`config.mk`:
```
export PLATFORM = sky130hd
export DESIGN_NAME = axi_lite_to_apb
export DESIGN_NICKNAME = d
export VERILOG_FILES = /design/src/rtl/axi_apb_pkg.sv /design/src/rtl/axi_lite_to_apb.sv
export SDC_FILE = /design/constraint.sdc
export NUM_CORES = 1
export LEC_CHECK = 0
export ABC_AREA = 1
export CAP_MARGIN = 30
export CELL_PAD_IN_SITES_DETAIL_PLACEMENT = 1
export CELL_PAD_IN_SITES_GLOBAL_PLACEMENT = 2
export CORE_ASPECT_RATIO = 1.75
export CORE_UTILIZATION = 28
export CTS_CLUSTER_DIAMETER = 200
export CTS_CLUSTER_SIZE = 25
export DETAILED_ROUTE_END_ITERATION = 8
export GPL_ROUTABILITY_DRIVEN = 0
export PLACE_DENSITY_LB_ADDON = 0.1
export SLEW_MARGIN = 30
export SYNTH_ARGS = -nofsm -noshare
export SYNTH_HDL_FRONTEND = slang
export SYNTH_SLANG_ARGS = --single-unit
```
`constraint.sdc`:
```
create_clock -name clk_i -period 4 [get_ports clk_i]
set_clock_uncertainty 0.2 [all_clocks]
set_input_delay 0.8 -clock clk_i [delete_from_list [all_inputs] [get_ports clk_i]]
set_output_delay 0.8 -clock clk_i [all_outputs]
set_load 0.02 [all_outputs]
```
`src/rtl/axi_apb_pkg.sv`:
```
// Shared types and constants for the AXI4-Lite to APB4 bridge.
package axi_apb_pkg;

   typedef enum logic [1:0] {
      IDLE   = 2'd0,
      SETUP  = 2'd1,
      ACCESS = 2'd2,
      RESP   = 2'd3
   } apb_state_e;

   localparam logic [1:0] RESP_OKAY   = 2'b00;
   localparam logic [1:0] RESP_SLVERR = 2'b10;

   localparam int unsigned APB_STRB_W = 4;

endpackage

```
`src/rtl/axi_lite_to_apb.sv`:
```
// AXI4-Lite slave to APB4 master bridge. Each accepted read, or each
// accepted AW+W pair, becomes one APB SETUP/ACCESS transfer whose
// PREADY/PSLVERR result is returned on R or B. One transaction is in
// flight at a time; reads and writes that are ready together alternate.
module axi_lite_to_apb
   import axi_apb_pkg::*;
#(
   parameter int unsigned AddrWidth = 32,
   parameter int unsigned DataWidth = 32
) (
   input  logic                  clk_i,
   input  logic                  rst_i,

   input  logic [AddrWidth-1:0]  awaddr_i,
   input  logic [2:0]            awprot_i,
   input  logic                  awvalid_i,
   output logic                  awready_o,

   input  logic [DataWidth-1:0]  wdata_i,
   input  logic [APB_STRB_W-1:0] wstrb_i,
   input  logic                  wvalid_i,
   output logic                  wready_o,

   output logic [1:0]            bresp_o,
   output logic                  bvalid_o,
   input  logic                  bready_i,

   input  logic [AddrWidth-1:0]  araddr_i,
   input  logic [2:0]            arprot_i,
   input  logic                  arvalid_i,
   output logic                  arready_o,

   output logic [DataWidth-1:0]  rdata_o,
   output logic [1:0]            rresp_o,
   output logic                  rvalid_o,
   input  logic                  rready_i,

   output logic [AddrWidth-1:0]  paddr_o,
   output logic [2:0]            pprot_o,
   output logic                  psel_o,
   output logic                  penable_o,
   output logic                  pwrite_o,
   output logic [DataWidth-1:0]  pwdata_o,
   output logic [APB_STRB_W-1:0] pstrb_o,
   input  logic [DataWidth-1:0]  prdata_i,
   input  logic                  pready_i,
   input  logic                  pslverr_i
);

   // The strobe and byte-lane handling only make sense for a 32-bit bus.
   if (DataWidth != 32) begin : g_width_check
      $error("axi_lite_to_apb supports DataWidth = 32 only");
   end

   apb_state_e state;
   apb_state_e state_next;

   logic                  aw_full;
   logic [AddrWidth-1:0]  aw_addr;
   logic [2:0]            aw_prot;
   logic                  w_full;
   logic [DataWidth-1:0]  w_data;
   logic [APB_STRB_W-1:0] w_strb;
   logic                  ar_full;
   logic [AddrWidth-1:0]  ar_addr;
   logic [2:0]            ar_prot;

   logic                  last_write;

   logic [AddrWidth-1:0]  paddr_q;
   logic [2:0]            pprot_q;
   logic                  pwrite_q;
   logic [DataWidth-1:0]  pwdata_q;
   logic [APB_STRB_W-1:0] pstrb_q;
   logic [1:0]            resp_q;
   logic [DataWidth-1:0]  rdata_q;

   logic aw_take;
   logic w_take;
   logic ar_take;
   logic wr_eligible;
   logic grant_write;
   logic grant_read;
   logic apb_done;
   logic resp_done;

   assign awready_o   = ~aw_full & ~rst_i;
   assign wready_o    = ~w_full & ~rst_i;
   assign arready_o   = ~ar_full & ~rst_i;

   assign aw_take     = awvalid_i & awready_o;
   assign w_take      = wvalid_i & wready_o;
   assign ar_take     = arvalid_i & arready_o;

   assign wr_eligible = aw_full & w_full;
   assign apb_done    = (state == ACCESS) & pready_i;
   assign resp_done   = pwrite_q ? bready_i : rready_i;

   // Next state and grant decision; the tie goes to whichever type did not win last.
   always_comb begin
      state_next  = state;
      grant_write = 1'b0;
      grant_read  = 1'b0;
      case (state)
         IDLE: begin
            if (wr_eligible && (!ar_full || !last_write)) begin
               grant_write = 1'b1;
               state_next  = SETUP;
            end else if (ar_full) begin
               grant_read = 1'b1;
               state_next = SETUP;
            end
         end
         SETUP:   state_next = ACCESS;
         ACCESS:  if (pready_i) state_next = RESP;
         RESP:    if (resp_done) state_next = IDLE;
         default: state_next = IDLE;
      endcase
   end

   // State register; reset abandons any transfer or pending response.
   always_ff @(posedge clk_i) begin
      if (rst_i) begin
         state <= IDLE;
      end else begin
         state <= state_next;
      end
   end

   // Holding registers, APB transfer latches and captured response.
   always_ff @(posedge clk_i) begin
      if (rst_i) begin
         aw_full    <= 1'b0;
         aw_addr    <= '0;
         aw_prot    <= '0;
         w_full     <= 1'b0;
         w_data     <= '0;
         w_strb     <= '0;
         ar_full    <= 1'b0;
         ar_addr    <= '0;
         ar_prot    <= '0;
         last_write <= 1'b1;
         paddr_q    <= '0;
         pprot_q    <= '0;
         pwrite_q   <= 1'b0;
         pwdata_q   <= '0;
         pstrb_q    <= '0;
         resp_q     <= RESP_OKAY;
         rdata_q    <= '0;
      end else begin
         if (aw_take) begin
            aw_full <= 1'b1;
            aw_addr <= awaddr_i;
            aw_prot <= awprot_i;
         end
         if (w_take) begin
            w_full <= 1'b1;
            w_data <= wdata_i;
            w_strb <= wstrb_i;
         end
         if (ar_take) begin
            ar_full <= 1'b1;
            ar_addr <= araddr_i;
            ar_prot <= arprot_i;
         end

         if (grant_write) begin
            paddr_q    <= aw_addr;
            pprot_q    <= aw_prot;
            pwrite_q   <= 1'b1;
            pwdata_q   <= w_data;
            pstrb_q    <= w_strb;
            last_write <= 1'b1;
         end else if (grant_read) begin
            paddr_q    <= ar_addr;
            pprot_q    <= ar_prot;
            pwrite_q   <= 1'b0;
            pwdata_q   <= '0;
            pstrb_q    <= '0;
            last_write <= 1'b0;
         end

         if (apb_done) begin
            resp_q <= pslverr_i ? RESP_SLVERR : RESP_OKAY;
            if (pwrite_q) begin
               aw_full <= 1'b0;
               w_full  <= 1'b0;
            end else begin
               ar_full <= 1'b0;
               rdata_q <= pslverr_i ? '0 : prdata_i;
            end
         end
      end
   end

   assign psel_o    = (state == SETUP) || (state == ACCESS);
   assign penable_o = (state == ACCESS);
   assign paddr_o   = paddr_q;
   assign pprot_o   = pprot_q;
   assign pwrite_o  = pwrite_q;
   assign pwdata_o  = pwdata_q;
   assign pstrb_o   = pstrb_q;

   assign bvalid_o  = (state == RESP) & pwrite_q;
   assign rvalid_o  = (state == RESP) & ~pwrite_q;
   assign bresp_o   = resp_q;
   assign rresp_o   = resp_q;
   assign rdata_o   = rdata_q;

endmodule

```
* After elaboration in Yosys (flattened, before gate mapping) *
Cells that the tools add are included.

word-level totals
  register bits = 218
  word-level logic and storage cells = 81
  input port bits = 147
  output and inout port bits = 115

cells by class
  multiplexer cells = 32
  equal/unequal tests = 6
  bitwise operators = 15
  reductions and logical operators = 10

operator list
  kind                                           count
  two-way mux 32 bit                             5
  two-way mux 1 bit                              17
  bitwise AND 1 bit                              10
  two-way mux 2 bit                              5
  two-way mux 4 bit                              2
  case mux 2 bit (4 select lines)                1
  two-way mux 3 bit                              2
  inverter 1 bit                                 5
  == test 2 bit, second input constant           2
  != test 3 bit, second input constant           1
  AND reduction 3 bit                            1
  == test 2 x 1 -> 1 bit, second input constant  1
  logical NOT 1 bit                              2
  logical NOT 2 bit                              1
  logical OR 1 bit                               2
  != test 2 x 1 -> 1 bit, second input constant  1
  != test 2 bit, second input constant           1
  AND reduction 2 bit                            1
  nonzero test 2 bit                             1
  OR reduction 2 bit                             1
  logical AND 1 bit                              1

* Depth between registers and ports, before layout *
Gate-level depths: netlist of run 1.

  word-level depth = 7
  mapped depth = 9

* Worst setup path after synthesis of run 1 *
Ideal clock, no wire load.

  path kind = in2out
  from = in rst_i
  to = out awready_o
  path slack = 1.715 ns
  arrival = 1.285 ns
  stages on the path = 2
  data required time = 3.000 ns
  buffers on the path = 1
  path through = buf_2 > nor2_1

between the ends
  word-level cells in the longest chain between the ends = 2

ends and longest elaborated chain
  item               RTL line               source
  start, declared    axi_lite_to_apb.sv:12  input logic rst_i,
  inverter 1 bit     axi_lite_to_apb.sv:87  assign awready_o = ~aw_full & ~rst_i;
  bitwise AND 1 bit  axi_lite_to_apb.sv:87
  end, declared      axi_lite_to_apb.sv:17  output logic awready_o,

No other way between the ends.

* Worst setup path after layout of run 1 *
  from = in rst_i
  to = out arready_o

between the ends
  word-level cells in the longest chain between the ends = 2

ends and longest elaborated chain
  item               RTL line               source
  inverter 1 bit     axi_lite_to_apb.sv:89  assign arready_o = ~ar_full & ~rst_i;
  bitwise AND 1 bit  axi_lite_to_apb.sv:89
  end, declared      axi_lite_to_apb.sv:31  output logic arready_o,

No other way between the ends.

==> results of run 1 <==
[stage by stage]
stage	hold WS, ns	instances
after floorplan	0.233	1097
after global placement	0.258	1669
after detailed placement	0.265	1669
after CTS	0.281	1683
after global routing	0.292	1683
final	0.275	1683
[worst max-delay path, stage by stage]
cell	delay, ns
clkdlybuf4s50_1	0.51
nor2_1	0.13
clkdlybuf4s50_1	0.68
[cells in the mapped netlist, types with 7 or more instances]
master | number | area, µm²
nand3_1 | 39 | 195
nand2_1 | 312 | 1170
clkbuf_1 | 24 | 90.1
inv_1 | 100 | 375
nor2_1 | 50 | 188
nand3b_1 | 36 | 270
o21ai_1 | 23 | 115
o22ai_1 | 48 | 300
clkinv_1 | 9 | 33.8
o21ai_0 | 140 | 701
buf_2 | 42 | 210
dfxtp_1 | 217 | 4340
nand4_1 | 22 | 138
buf_1 | 7 | 26.3
[path summary, 6_finish.rpt]
path	start	endpoint	slack, ns
worst max-delay path	rst_i	arready_o	0.88
worst min-delay path	rdata_o[15]	rdata_o[15]	0.27
worst max register to register	state[0]	paddr_o[26]	1.69
worst min register to register	rdata_o[15]	rdata_o[15]	0.27
[cells by family after synthesis]
kind of cell             count (synthesis)
adder cells (fa/ha/maj)                  3
AO/OA/AOI/OAI                          215
AND/OR/NAND/NOR                        466
other                                    1
buffers and inverters                  194
flip-flops                             217
[routing by layer]
layer	track usage [%]	wire length, µm
met3	2.61	1220
met4	3.66	290
met1	20.3	11300
met5	0	0
met2	31.3	13400
[area by class of cell]
cell class,instances,share of cell area [%]
well taps,382,4.14
multi-input cells,686,28.1
clock inverters,1,0.0758
clock buffers,13,2.82
flip-flops and latches,217,37.6
inverters,111,3.65
repair buffers,273,23.7
[power breakdown]
group / leakage, nW / internal, mW / switching, mW
sequential: 1.77 / 2.38 / 0.114
combinational: 2.56 / 0.675 / 0.922
clock: 0.165 / 0.590 / 0.738
[sequential cells by signal, summed over array words and instances (netlist names)]
signal	flops
ar_prot	3
rdata_o	32
w_data	32
bresp_o	1
aw_full	1
paddr_o	32
aw_addr	32
w_full	1
pwrite_o	1
last_write	1
pwdata_o	32
ar_addr	32
state	2
aw_prot	3
pprot_o	3
w_strb	4
ar_full	1
pstrb_o	4
==> flow_summary_export.csv, run 1 <==
group,metric,value,unit
outcome,outcome,"finished clean",
logic_synthesis,synth_seq_cells,217,
timing,tns,0,ns
floorplanning,rows,83,
logic_synthesis,synth_area,8390,µm²
grt,antenna_found_initial,0,
routing,via_count,7632,
layout,diodes,0,
logic_synthesis,async_flop_share,0,%
routing,routedWlPerCell,15.6,µm
floorplanning,pin_count,262,
clocking,ctsResizeCount,0,
floorplanning,core,29400,µm²
timing,post-route-period-util,78.1,%
timing,max_freq,320,MHz
timing,final_hold_viol_count,0,
logic_synthesis,synth_warnings,0,
power_and_ir_drop,p_per_area,469,nW/µm²
worst_setup_path,start_kind,"primary input",
layout,multiInputGateArea,3240,µm²
worst_setup_path,required,3.00,ns
routing,drt-initial-drc-count,343,
clocking,clk_pin_slew,0.10,ns
clocking,postCtsSetupRepairBufs,0,
worst_setup_path,timing.reg2reg.worst_path_depth,8,
logic_synthesis,seq_area_frac_synth,51.8,%
floorplanning,die_area,30700,µm²
clocking,numCtsBuffers,12,
logic_synthesis,synthCells,1096,
floorplanning,die_y,231,µm
logic_synthesis,synth_xor_xnor_area_share,0,%
layout,syn_to_final_growth,37.7,%
timing,grt_setup_unrepaired,"no",
layout,final_core_util,39.3,%
layout,nets,1451,
logic_synthesis,synth-simple-area-share,24.2,%
routing,firstDrtPassIters,6,
clocking,cts_hold_buf,0,
placed_design,place_area,11200,µm²
routing,drc_errors,0,
floorplanning,start_util,28.5,%
timing,setup_ws,0.877,ns
placed_design,post-dp-hpwl,17000,µm
grt,grt_pass1_vias,7738,
worst_hold_path,hold-path-cell-count,2,
worst_setup_path,critical_path_arrival,2.12,ns
timing,worst_pin_slew,0.736,ns
worst_setup_path,critical_path_class,"primary input to output pin",
grt,gr-total-overflow,0,
grt,grt_pass1_wl,41800,µm
logic_synthesis,synth_top_family_by_area,"simple AND/OR/NAND/NOR gates",
layout,final_common_cell,"nand2_1",
clocking,worstSkewPairLatency,0.48,ns
clocking,cts.sinks,217,
logic_synthesis,avgSynthCellArea,7.65,µm²
floorplanning,die_w,133,µm
logic_synthesis,ys_types,27,
worst_hold_path,hold_class,"register to register",
power_and_ir_drop,leakage,4.50,nW
timing,drv_slew,0,
clocking,cts_tree,"yes",
logic_synthesis,synth_adder_area_share,0.447,%
logic_synthesis,yosys_most_used_dff,"dfxtp_1",
layout,final-seq-area,4340,µm²
grt,grt_max_degree,83,
worst_setup_path,cp-end-kind,"output pin",
routing,routed_wirelength,26200,µm
routing,ant_nets,0,
clocking,htree_levels,1,
timing,relSlewSlack,50.9,%
logic_synthesis,synth_mux_area_share,0,%
placed_design,place_ws,0.859,ns
layout,layout-drive-gt1-share,2.84,%
power_and_ir_drop,ir_drop,0.000263,V
routing,vias_per_cell,4.53,
clocking,clockRootBuffer,"clkbuf_16",
layout,nFillCells,3545,
clocking,clk_path_buf_depth,3,
job,drv_cap,0,
power_and_ir_drop,total_power,5.42,mW
layout,final_cell_mix,"nand2_1, clkdlybuf4s50_1, dfxtp_1",
worst_setup_path,worst-path-max-fanout,4,
timing,setup_viol,0,
timing,timing.final.crit_period,3.12,ns
layout,final_design_area_no_fill,11600,µm²
logic_synthesis,synth_edf_count,0,
grt,grt_usage,16.9,%
logic_synthesis,synth-compound-area-share,13.5,%
placed_design,portBuffers,259,
No activity file was read; power rests on OpenSTA's default activity.
==> run 2: changes to the inputs <==
CORE_UTILIZATION = 23   (was 28)
clock period = 2.7 ns   (was 4 ns; I/O delays follow)
==> flow_summary_export.csv, run 2 (same netlist as run 1, synthesis figures left out) <==
group,metric,value,unit
floorplanning,start_util,23.3,%
floorplanning,core,36000,µm²
worst_setup_path,start_kind,"register",
worst_setup_path,critical_path_arrival,1.86,ns
worst_setup_path,worst-path-max-fanout,5,
power_and_ir_drop,power_frac_comb,30.5,%
clocking,htree_levels,1,
power_and_ir_drop,switching_share,33.3,%
floorplanning,die_y,255,µm
outcome,outcome,"finished clean",
power_and_ir_drop,p_int,5.47,mW
clocking,cts_hold_buf,0,
floorplanning,die_w,146,µm
power_and_ir_drop,power_frac_seq,45.0,%
clocking,worstSkewPairLatency,0.49,ns
routing,firstDrtPassIters,4,
worst_setup_path,cp-end-kind,"output pin",
placed_design,place_ws,0.200,ns
clocking,clockRootBuffer,"clkbuf_16",
clocking,numCtsBuffers,12,
layout,nets,1455,
clocking,cts_tree,"yes",
power_and_ir_drop,ir_drop,0.000379,V
grt,gr-total-overflow,0,
timing,tns,0,ns
floorplanning,rows,92,
routing,routed_wirelength,28300,µm
layout,final_design_area_no_fill,11800,µm²
power_and_ir_drop,leakage,4.58,nW
timing,setup_ws,0.0992,ns
floorplanning,die_area,37300,µm²
timing,timing.final.crit_period,2.60,ns
timing,drv_slew,0,
placed_design,place_area,11500,µm²
grt,grt_usage,15.0,%
layout,final_cell_mix,"nand2_1, clkdlybuf4s50_1, dfxtp_1",
placed_design,post-dp-hpwl,18600,µm
routing,drc_errors,0,
timing,post-route-period-util,96.3,%
worst_setup_path,required,1.96,ns
power_and_ir_drop,p_per_area,693,nW/µm²
routing,ant_nets,0,
timing,setup_viol,0,
timing,final_hold_viol_count,0,
grt,grt_pass1_vias,7842,
layout,layout-drive-gt1-share,3.22,%
grt,grt_pass1_wl,44500,µm
timing,hold_slack,0.277,ns
layout,final_core_util,32.8,%
routing,via_count,7716,
layout,syn_to_final_growth,41.0,%
grt,antenna_found_initial,3,
timing,max_freq,384,MHz
clocking,clk_path_buf_depth,3,
worst_hold_path,hold_class,"register to register",
routing,drt-initial-drc-count,213,
power_and_ir_drop,p_sw,2.73,mW
layout,final_common_cell,"nand2_1",
clocking,ctsResizeCount,3,
grt,grt_max_degree,73,
job,drv_cap,0,
clocking,clk_pin_slew,0.11,ns
routing,routedWlPerCell,15.9,µm
power_and_ir_drop,clockPowerShare,24.6,%
clocking,cts.sinks,217,
placed_design,portBuffers,259,
worst_setup_path,critical_path_class,"register to output pin",
clocking,postCtsSetupRepairBufs,0,
floorplanning,pin_count,262,
timing,grt_setup_unrepaired,"no",
routing,vias_per_cell,4.34,
run 2: per-stage QoR:
| stage | cells | power (mW) |
|---|---|---|
| after floorplan | 1097 | 5.15 |
| after global placement | 1761 | 6.32 |
| after detailed placement | 1761 | 6.34 |
| after CTS | 1775 | 8.43 |
| after global routing | 1778 | 8.77 |
| final | 1778 | 8.20 |
run 2: per-layer routing:
metal  GRT usage [%]  vias to the layer above  part of all wire (%)
met4            4.49                        0                   1.6
met2            27.5                      145                    52
met3            2.22                       27                   3.7
met1            18.1                     3625                    43
li1                -                     3919                     -
met5               0                        -                     0
run 2: critical path, cell delays in order (launching register included):
cell	delay, ns
dfxtp_1	0.34
inv_1	0.08
ha_1	0.26
clkdlybuf4s50_1	0.69
run 2: final timing paths:
path,start,to,slack [ns],depth (start not counted)
max,state[0],penable_o,0.1,3
min,w_data[7],pwdata_o[7],0.28,2
max reg2reg,state[0],paddr_o[11],0.71,8
min reg2reg,w_data[7],pwdata_o[7],0.28,2
run 2: cell type report:
cell class | count | area [µm²]
Antenna cell | 3 | 7.51
Clock buffer | 13 | 325
Clock inverter | 1 | 8.76
Fill cell | 4338 | 24200
Inverter | 111 | 422
Multi-Input combinational cell | 686 | 3240
Sequential cell | 217 | 4340
Tap cell | 470 | 588
Timing Repair Buffer | 277 | 2890
run 2: power groups by stage:
stage,Clock (mW),Combinational (mW),Sequential (mW)
2_1_floorplan,0,1.20,3.95
3_5_place_dp,0,2.58,3.76
4_1_cts,2.16,2.58,3.69
6_report,2.01,2.50,3.68
5_1_grt,2.25,2.78,3.73
3_3_place_gp,0,2.56,3.76
==> run 3: changes to the inputs <==
CAP_MARGIN = 20   (was 30)
==> results of run 3 <==
Same layout as run 2: the final DEF is identical, and so are final timing and power.
